**src/rtl/calibration_sequencer.sv**
```systemverilog
// Calibration run controller: shows each LED ID bit plane, gates one camera frame per plane,
// then sweeps the accumulator RAM out as (address, code) pairs. Optional `CAL_SKIP_ZERO_EN drops zero codes.
`timescale 1ns/1ps
module calibration_sequencer #(
  parameter int CODE_WIDTH    = 10,
  parameter int DEPTH         = 3600,
  parameter int SETTLE_CYCLES = 10000000,
  parameter int READ_LATENCY  = 2,
  localparam int ADDR_WIDTH = $clog2(DEPTH),
  localparam int BIT_WIDTH  = $clog2(CODE_WIDTH),
  localparam int CNT_WIDTH  = $clog2(SETTLE_CYCLES + 1)
) (
  input  logic                  clk_pixel,
  input  logic                  rst,
  input  logic                  start_in,
  input  logic                  abort_in,
  input  logic                  displayed_frame_valid_in,
  input  logic                  new_frame_in,
  output logic [BIT_WIDTH-1:0]  bit_idx_out,
  output logic                  pattern_req_out,
  output logic                  capture_en_out,
  output logic                  rd_req_out,
  output logic [ADDR_WIDTH-1:0] rd_addr_out,
  input  logic [CODE_WIDTH-1:0] rd_data_in,
  input  logic                  rd_valid_in,
  output logic                  out_valid,
  input  logic                  out_ready,
  output logic [ADDR_WIDTH-1:0] out_addr,
  output logic [CODE_WIDTH-1:0] out_code,
  output logic                  busy_out,
  output logic                  done_out
);

  if (SETTLE_CYCLES < 1 || READ_LATENCY < 1) begin : g_bad_param
    $error("calibration_sequencer: SETTLE_CYCLES and READ_LATENCY must be at least 1");
  end

  typedef enum logic [3:0] {
    S_IDLE, S_SHOW, S_SETTLE, S_WAIT_FRAME, S_CAPTURE,
    S_SWEEP_REQ, S_SWEEP_WAIT, S_SWEEP_OUT, S_DONE
  } state_t;

  state_t                r_state, w_state_nxt;
  logic [CNT_WIDTH-1:0]  r_cnt, w_cnt_nxt;
  logic [BIT_WIDTH-1:0]  r_bit_idx, w_bit_idx_nxt;
  logic [ADDR_WIDTH-1:0] r_addr, w_addr_nxt;
  logic [ADDR_WIDTH-1:0] r_out_addr, w_out_addr_nxt;
  logic [CODE_WIDTH-1:0] r_out_code, w_out_code_nxt;
  logic                  r_start_d;
  logic                  w_start_edge;
  logic                  w_last_bit;
  logic                  w_last_addr;

  assign w_start_edge = start_in && !r_start_d;
  assign w_last_bit   = (r_bit_idx == BIT_WIDTH'(CODE_WIDTH - 1));
  assign w_last_addr  = (r_addr == ADDR_WIDTH'(DEPTH - 1));

  always_ff @(posedge clk_pixel) begin
    if (rst) begin
      r_state    <= S_IDLE;
      r_cnt      <= '0;
      r_bit_idx  <= '0;
      r_addr     <= '0;
      r_out_addr <= '0;
      r_out_code <= '0;
      r_start_d  <= 1'b0;
    end else begin
      r_state    <= w_state_nxt;
      r_cnt      <= w_cnt_nxt;
      r_bit_idx  <= w_bit_idx_nxt;
      r_addr     <= w_addr_nxt;
      r_out_addr <= w_out_addr_nxt;
      r_out_code <= w_out_code_nxt;
      r_start_d  <= start_in;
    end
  end

  always_comb begin
    w_state_nxt    = r_state;
    w_cnt_nxt      = r_cnt;
    w_bit_idx_nxt  = r_bit_idx;
    w_addr_nxt     = r_addr;
    w_out_addr_nxt = r_out_addr;
    w_out_code_nxt = r_out_code;
    case (r_state)
      S_IDLE, S_DONE: begin
        if (w_start_edge) begin
          w_bit_idx_nxt = '0;
          w_state_nxt   = S_SHOW;
        end
      end
      S_SHOW: begin
        if (displayed_frame_valid_in) begin
          w_cnt_nxt   = '0;
          w_state_nxt = S_SETTLE;
        end
      end
      S_SETTLE: begin
        // Frame pulses here are deliberately dropped, even on the terminal count.
        w_cnt_nxt = r_cnt + CNT_WIDTH'(1);
        if (r_cnt == CNT_WIDTH'(SETTLE_CYCLES - 1)) w_state_nxt = S_WAIT_FRAME;
      end
      S_WAIT_FRAME: begin
        if (new_frame_in) w_state_nxt = S_CAPTURE;
      end
      S_CAPTURE: begin
        if (new_frame_in) begin
          if (w_last_bit) begin
            w_addr_nxt  = '0;
            w_state_nxt = S_SWEEP_REQ;
          end else begin
            w_bit_idx_nxt = r_bit_idx + BIT_WIDTH'(1);
            w_state_nxt   = S_SHOW;
          end
        end
      end
      S_SWEEP_REQ: w_state_nxt = S_SWEEP_WAIT;
      S_SWEEP_WAIT: begin
        if (rd_valid_in) begin
`ifdef CAL_SKIP_ZERO_EN
          if (rd_data_in == '0) begin
            if (w_last_addr) begin
              w_state_nxt = S_DONE;
            end else begin
              w_addr_nxt  = r_addr + ADDR_WIDTH'(1);
              w_state_nxt = S_SWEEP_REQ;
            end
          end else begin
            w_out_addr_nxt = r_addr;
            w_out_code_nxt = rd_data_in;
            w_state_nxt    = S_SWEEP_OUT;
          end
`else
          w_out_addr_nxt = r_addr;
          w_out_code_nxt = rd_data_in;
          w_state_nxt    = S_SWEEP_OUT;
`endif
        end
      end
      S_SWEEP_OUT: begin
        if (out_ready) begin
          if (w_last_addr) begin
            w_state_nxt = S_DONE;
          end else begin
            w_addr_nxt  = r_addr + ADDR_WIDTH'(1);
            w_state_nxt = S_SWEEP_REQ;
          end
        end
      end
      default: w_state_nxt = S_IDLE;
    endcase
    // Abort wins over every transition and discards all progress.
    if (abort_in) begin
      w_state_nxt    = S_IDLE;
      w_cnt_nxt      = '0;
      w_bit_idx_nxt  = '0;
      w_addr_nxt     = '0;
      w_out_addr_nxt = '0;
      w_out_code_nxt = '0;
    end
  end

  assign bit_idx_out     = r_bit_idx;
  assign pattern_req_out = (r_state == S_SHOW) || (r_state == S_SETTLE) || (r_state == S_WAIT_FRAME);
  assign capture_en_out  = (r_state == S_CAPTURE);
  assign rd_req_out      = (r_state == S_SWEEP_REQ);
  assign rd_addr_out     = r_addr;
  assign out_valid       = (r_state == S_SWEEP_OUT);
  assign out_addr        = r_out_addr;
  assign out_code        = r_out_code;
  assign busy_out        = (r_state != S_IDLE) && (r_state != S_DONE);
  assign done_out        = (r_state == S_DONE);

endmodule
```
**config.mk**
```make
export PLATFORM = sky130hd
export DESIGN_NAME = calibration_sequencer
export DESIGN_NICKNAME = d
export VERILOG_FILES = /design/src/rtl/calibration_sequencer.sv
export SDC_FILE = /design/constraint.sdc
export NUM_CORES = 1
export LEC_CHECK = 0
export BUFFER_PORTS_ARGS = -buffer_cell sky130_fd_sc_hd__buf_2
export CAP_MARGIN = 0
export CORE_MARGIN = 2
export CORE_UTILIZATION = 45
export DETAILED_ROUTE_END_ITERATION = 10
export GPL_TIMING_DRIVEN = 0
export PLACE_DENSITY = 0.69
export SLEW_MARGIN = 5
export SYNTH_ARGS = -nofsm -noshare
export SYNTH_HDL_FRONTEND = slang
export SYNTH_SLANG_ARGS = --single-unit
```
**constraint.sdc**
```tcl
create_clock -name clk_pixel -period 5.1 [get_ports clk_pixel]
set_input_delay 0.255 -clock clk_pixel [delete_from_list [all_inputs] [get_ports clk_pixel]]
set_output_delay 0.255 -clock clk_pixel [all_outputs]
set_load 0.05 [all_outputs]
```
==> flow_metrics.py <==
metrics = {
    "power_and_ir_drop": {
        "vdd_ir_drop_max_v": 0.000128,
        "power_density_nw_per_um2": 268,
        "leakage_nw": 1.49,
    },
    "yosys": {
        "async_flop_share_pct": 0,
        "ys_ff_latch": 67,
        "syn_nets": 437,
        "yosysUniqueCellTypes": 55,
        "syn_area_um2": 3320,
        "ys_seq_area_share_pct": 40.3,
        "ys_warn_count": 0,
        "synth_edf_count": 0,
        "synth-main-ff-cell": "dfxtp_1",
        "netlist_instances": 415,
        "synth_area_per_cell_um2": 8.01,
    },
    "floorplan": {
        "coreArea_um2": 7210,
        "die_area_um2": 8090,
        "fp.dieH_um": 90.0,
        "ios": 62,
        "initial_utilization_pct": 46.1,
        "rows": 31,
        "die_x_um": 90.0,
    },
    "setup_path": {
        "required_ns": 5.33,
        "r2r_slack_ns": 2.84,
        "regToRegEndpoint": "rd_addr_out[5]$_SDFFE_PP0P_",
        "crit_fanout": 10,
        "r2r_cells": 6,
        "critical_path_class": "reg -> reg",
        "reg2reg_from": "rd_addr_out[6]$_SDFFE_PP0P_",
        "critPathLaunchType": "register",
        "worstPathArrival_ns": 2.49,
        "cp-end-kind": "register",
    },
    "route": {
        "vias": 3257,
        "post_drt_wl_per_cell_um": 14.2,
        "drt_iter0_markers": 183,
        "wl_um": 8400,
        "drtPass1Iterations": 4,
        "viasPerCell": 5.51,
        "route.detailed.drc": 0,
        "ant_nets": 0,
    },
    "sta": {
        "relSlewSlack_pct": 44.3,
        "rsz0062_at_grt": "no",
        "setup_viol": 0,
        "post-route-period-util_pct": 44.3,
        "fin_setup_tns_ns": 0,
        "clock_skew_ns": 0.00712,
        "tightest_slew_ns": 0.829,
        "final-hold-violation-count": 0,
        "drv_slew": 0,
        "finalCriticalPeriod_ns": 2.26,
        "fmax_mhz": 443,
    },
    "final_layout": {
        "final_common_cell": "nand2_1",
        "fillCellCount": 741,
        "register_area_um2": 1340,
        "area_growth_pct": 19.4,
        "drive_above_1_share_pct": 20.7,
        "multi_input_area_um2": 1850,
        "nets": 509,
        "post-route-util_pct": 55.0,
        "insertedDiodeCount": 0,
        "mostFrequentLayoutCells": "78 x nand2_1, 67 x dfxtp_1, 64 x buf_2, 47 x a21oi_1, 33 x nor2_1",
    },
    "outcome": {
        "status": "finished clean",
    },
    "grt": {
        "grt.overflow.total": 0,
        "antenna_found_initial": 0,
        "grt_usage_pct": 21.5,
        "grt_max_degree": 13,
        "grt_pass1_wl_um": 14400,
        "grt_pass1_vias": 3105,
    },
    "cts": {
        "clock_latency_ns": 0.33,
        "cts.sinks": 67,
        "cts_tree": "yes",
        "htreeDepth": 3,
        "cts_hold_buf": 0,
        "post_cts_buffers": 0,
        "clkTransAtPathRegs_ns": 0.08,
        "cts-resized-gates": 0,
        "clk_path_buf_depth": 2,
        "root_buffer": "clkbuf_8",
        "cts-buffers-inserted": 9,
    },
    "min_path": {
        "hold_depth": 2,
        "min_path_type": "in -> reg",
        "min_from": "rst",
        "hold_end": "r_start_d$_SDFF_PP0_",
    },
    "placement": {
        "portBuffers": 61,
        "dpl.hpwl_um": 6100,
        "gp_congestion": 0.867,
    },
    "job": {
        "drv_cap": 0,
    },
}
layout make-up:
class | count | share of cell area, %
Timing Repair Buffer | 61 | 7.69
Clock buffer | 10 | 3.21
Multi-Input combinational cell | 317 | 46.6
Tap cell | 99 | 3.12
Clock inverter | 6 | 2.24
Buffer | 23 | 2.55
Sequential cell | 67 | 33.8
Inverter | 8 | 0.756
stage by stage:
step	total power, W	hold WS [ns]	area (um^2)	setup slack (ns)	std cells
floorplan	0.000569	0.327	3320	2.37	415
global placement	0.000588	0.441	3750	2.87	575
detailed placement	0.000588	0.443	3750	2.86	575
CTS	0.00107	0.0860	3970	2.85	591
global route	0.00110	0.105	3970	2.74	591
finish	0.00106	0.0946	3970	2.84	591
cell usage after synthesis (all sizes together) (2+ instances only):
library cell,instances,area (um^2)
or3,7,43.8
mux2,13,146
o2111ai,2,17.5
a311oi,4,35.0
nand4b,2,17.5
nor4b,4,56.3
o21a,3,22.5
a31oi,5,31.3
nor2,33,124
a21oi,47,235
and4b,2,20.0
nand2,78,293
o211ai,4,30.0
nand4,9,71.3
and3,12,75.1
nand3,22,110
nor4bb,2,20.0
or2,3,18.8
o41ai,3,26.3
or4b,2,20.0
ha,4,50.1
nand3b,5,37.5
o21ai,18,90.1
nor2b,4,25.0
xnor2,2,17.5
nor4,2,27.5
clkbuf,17,63.8
inv,8,30.0
buf,6,37.5
a211oi,2,15.0
nor3,5,25.0
and4,3,26.3
dfxtp,67,1340
nor3b,2,15.0
per-layer routing:
layer,track usage (%),part of all wire (%),up-vias
met4,9.49,1.4,0
met3,3.52,3.5,10
met2,37.1,51,59
met1,26.4,44,1546
met5,0,0,-
li1,-,-,1642
state kept, by name (all words and copies together) (netlist names):
signal and flops:
bit_idx_out 4, rd_addr_out 12, out_code 10, out_addr 12, r_state 4, r_start_d 1, r_cnt 24
power by group:
group	total, W	switching [W]	internal, W
Clock	0.000489	0.000212	0.000276
Sequential	0.000524	0.000000592	0.000524
Combinational	0.0000517	0.0000358	0.0000159
logic make-up after synthesis:
| kind of cell | count (synthesis) | share of synthesized area (%) |
|---|---|---|
| adders and majority gates | 4 | 1.51 |
| AOI/OAI and AO/OA | 96 | 17.2 |
| buffers and inverters | 31 | 3.95 |
| DFF | 67 | 40.3 |
| and+or+nand+nor | 201 | 31.7 |
| muxes | 14 | 4.70 |
| xor gates and xnor gates | 2 | 0.527 |
worst max-delay path: stages, from the launching register on:
cell and delay, ns:
dfxtp_1 0.38, or4b_1 0.53, nor4_1 0.32, buf_2 0.30, o21ai_1 0.17, nand3_1 0.13
mux2_2 0.33
how the worst max path moves through the flow:
stage                                startpoint                     endpoint  cells past startpoint
finish              rd_addr_out[6]$_SDFFE_PP0P_  rd_addr_out[5]$_SDFFE_PP0P_                      6
global route        rd_addr_out[6]$_SDFFE_PP0P_  rd_addr_out[5]$_SDFFE_PP0P_                      6
CTS                 rd_addr_out[6]$_SDFFE_PP0P_  rd_addr_out[5]$_SDFFE_PP0P_                      6
detailed placement  rd_addr_out[6]$_SDFFE_PP0P_  rd_addr_out[5]$_SDFFE_PP0P_                      6
global placement    rd_addr_out[6]$_SDFFE_PP0P_  rd_addr_out[5]$_SDFFE_PP0P_                      6
floorplan               r_state[3]$_SDFFE_PP0P_  rd_addr_out[3]$_SDFFE_PP0P_                      6
No activity file was read; power rests on OpenSTA's default activity.
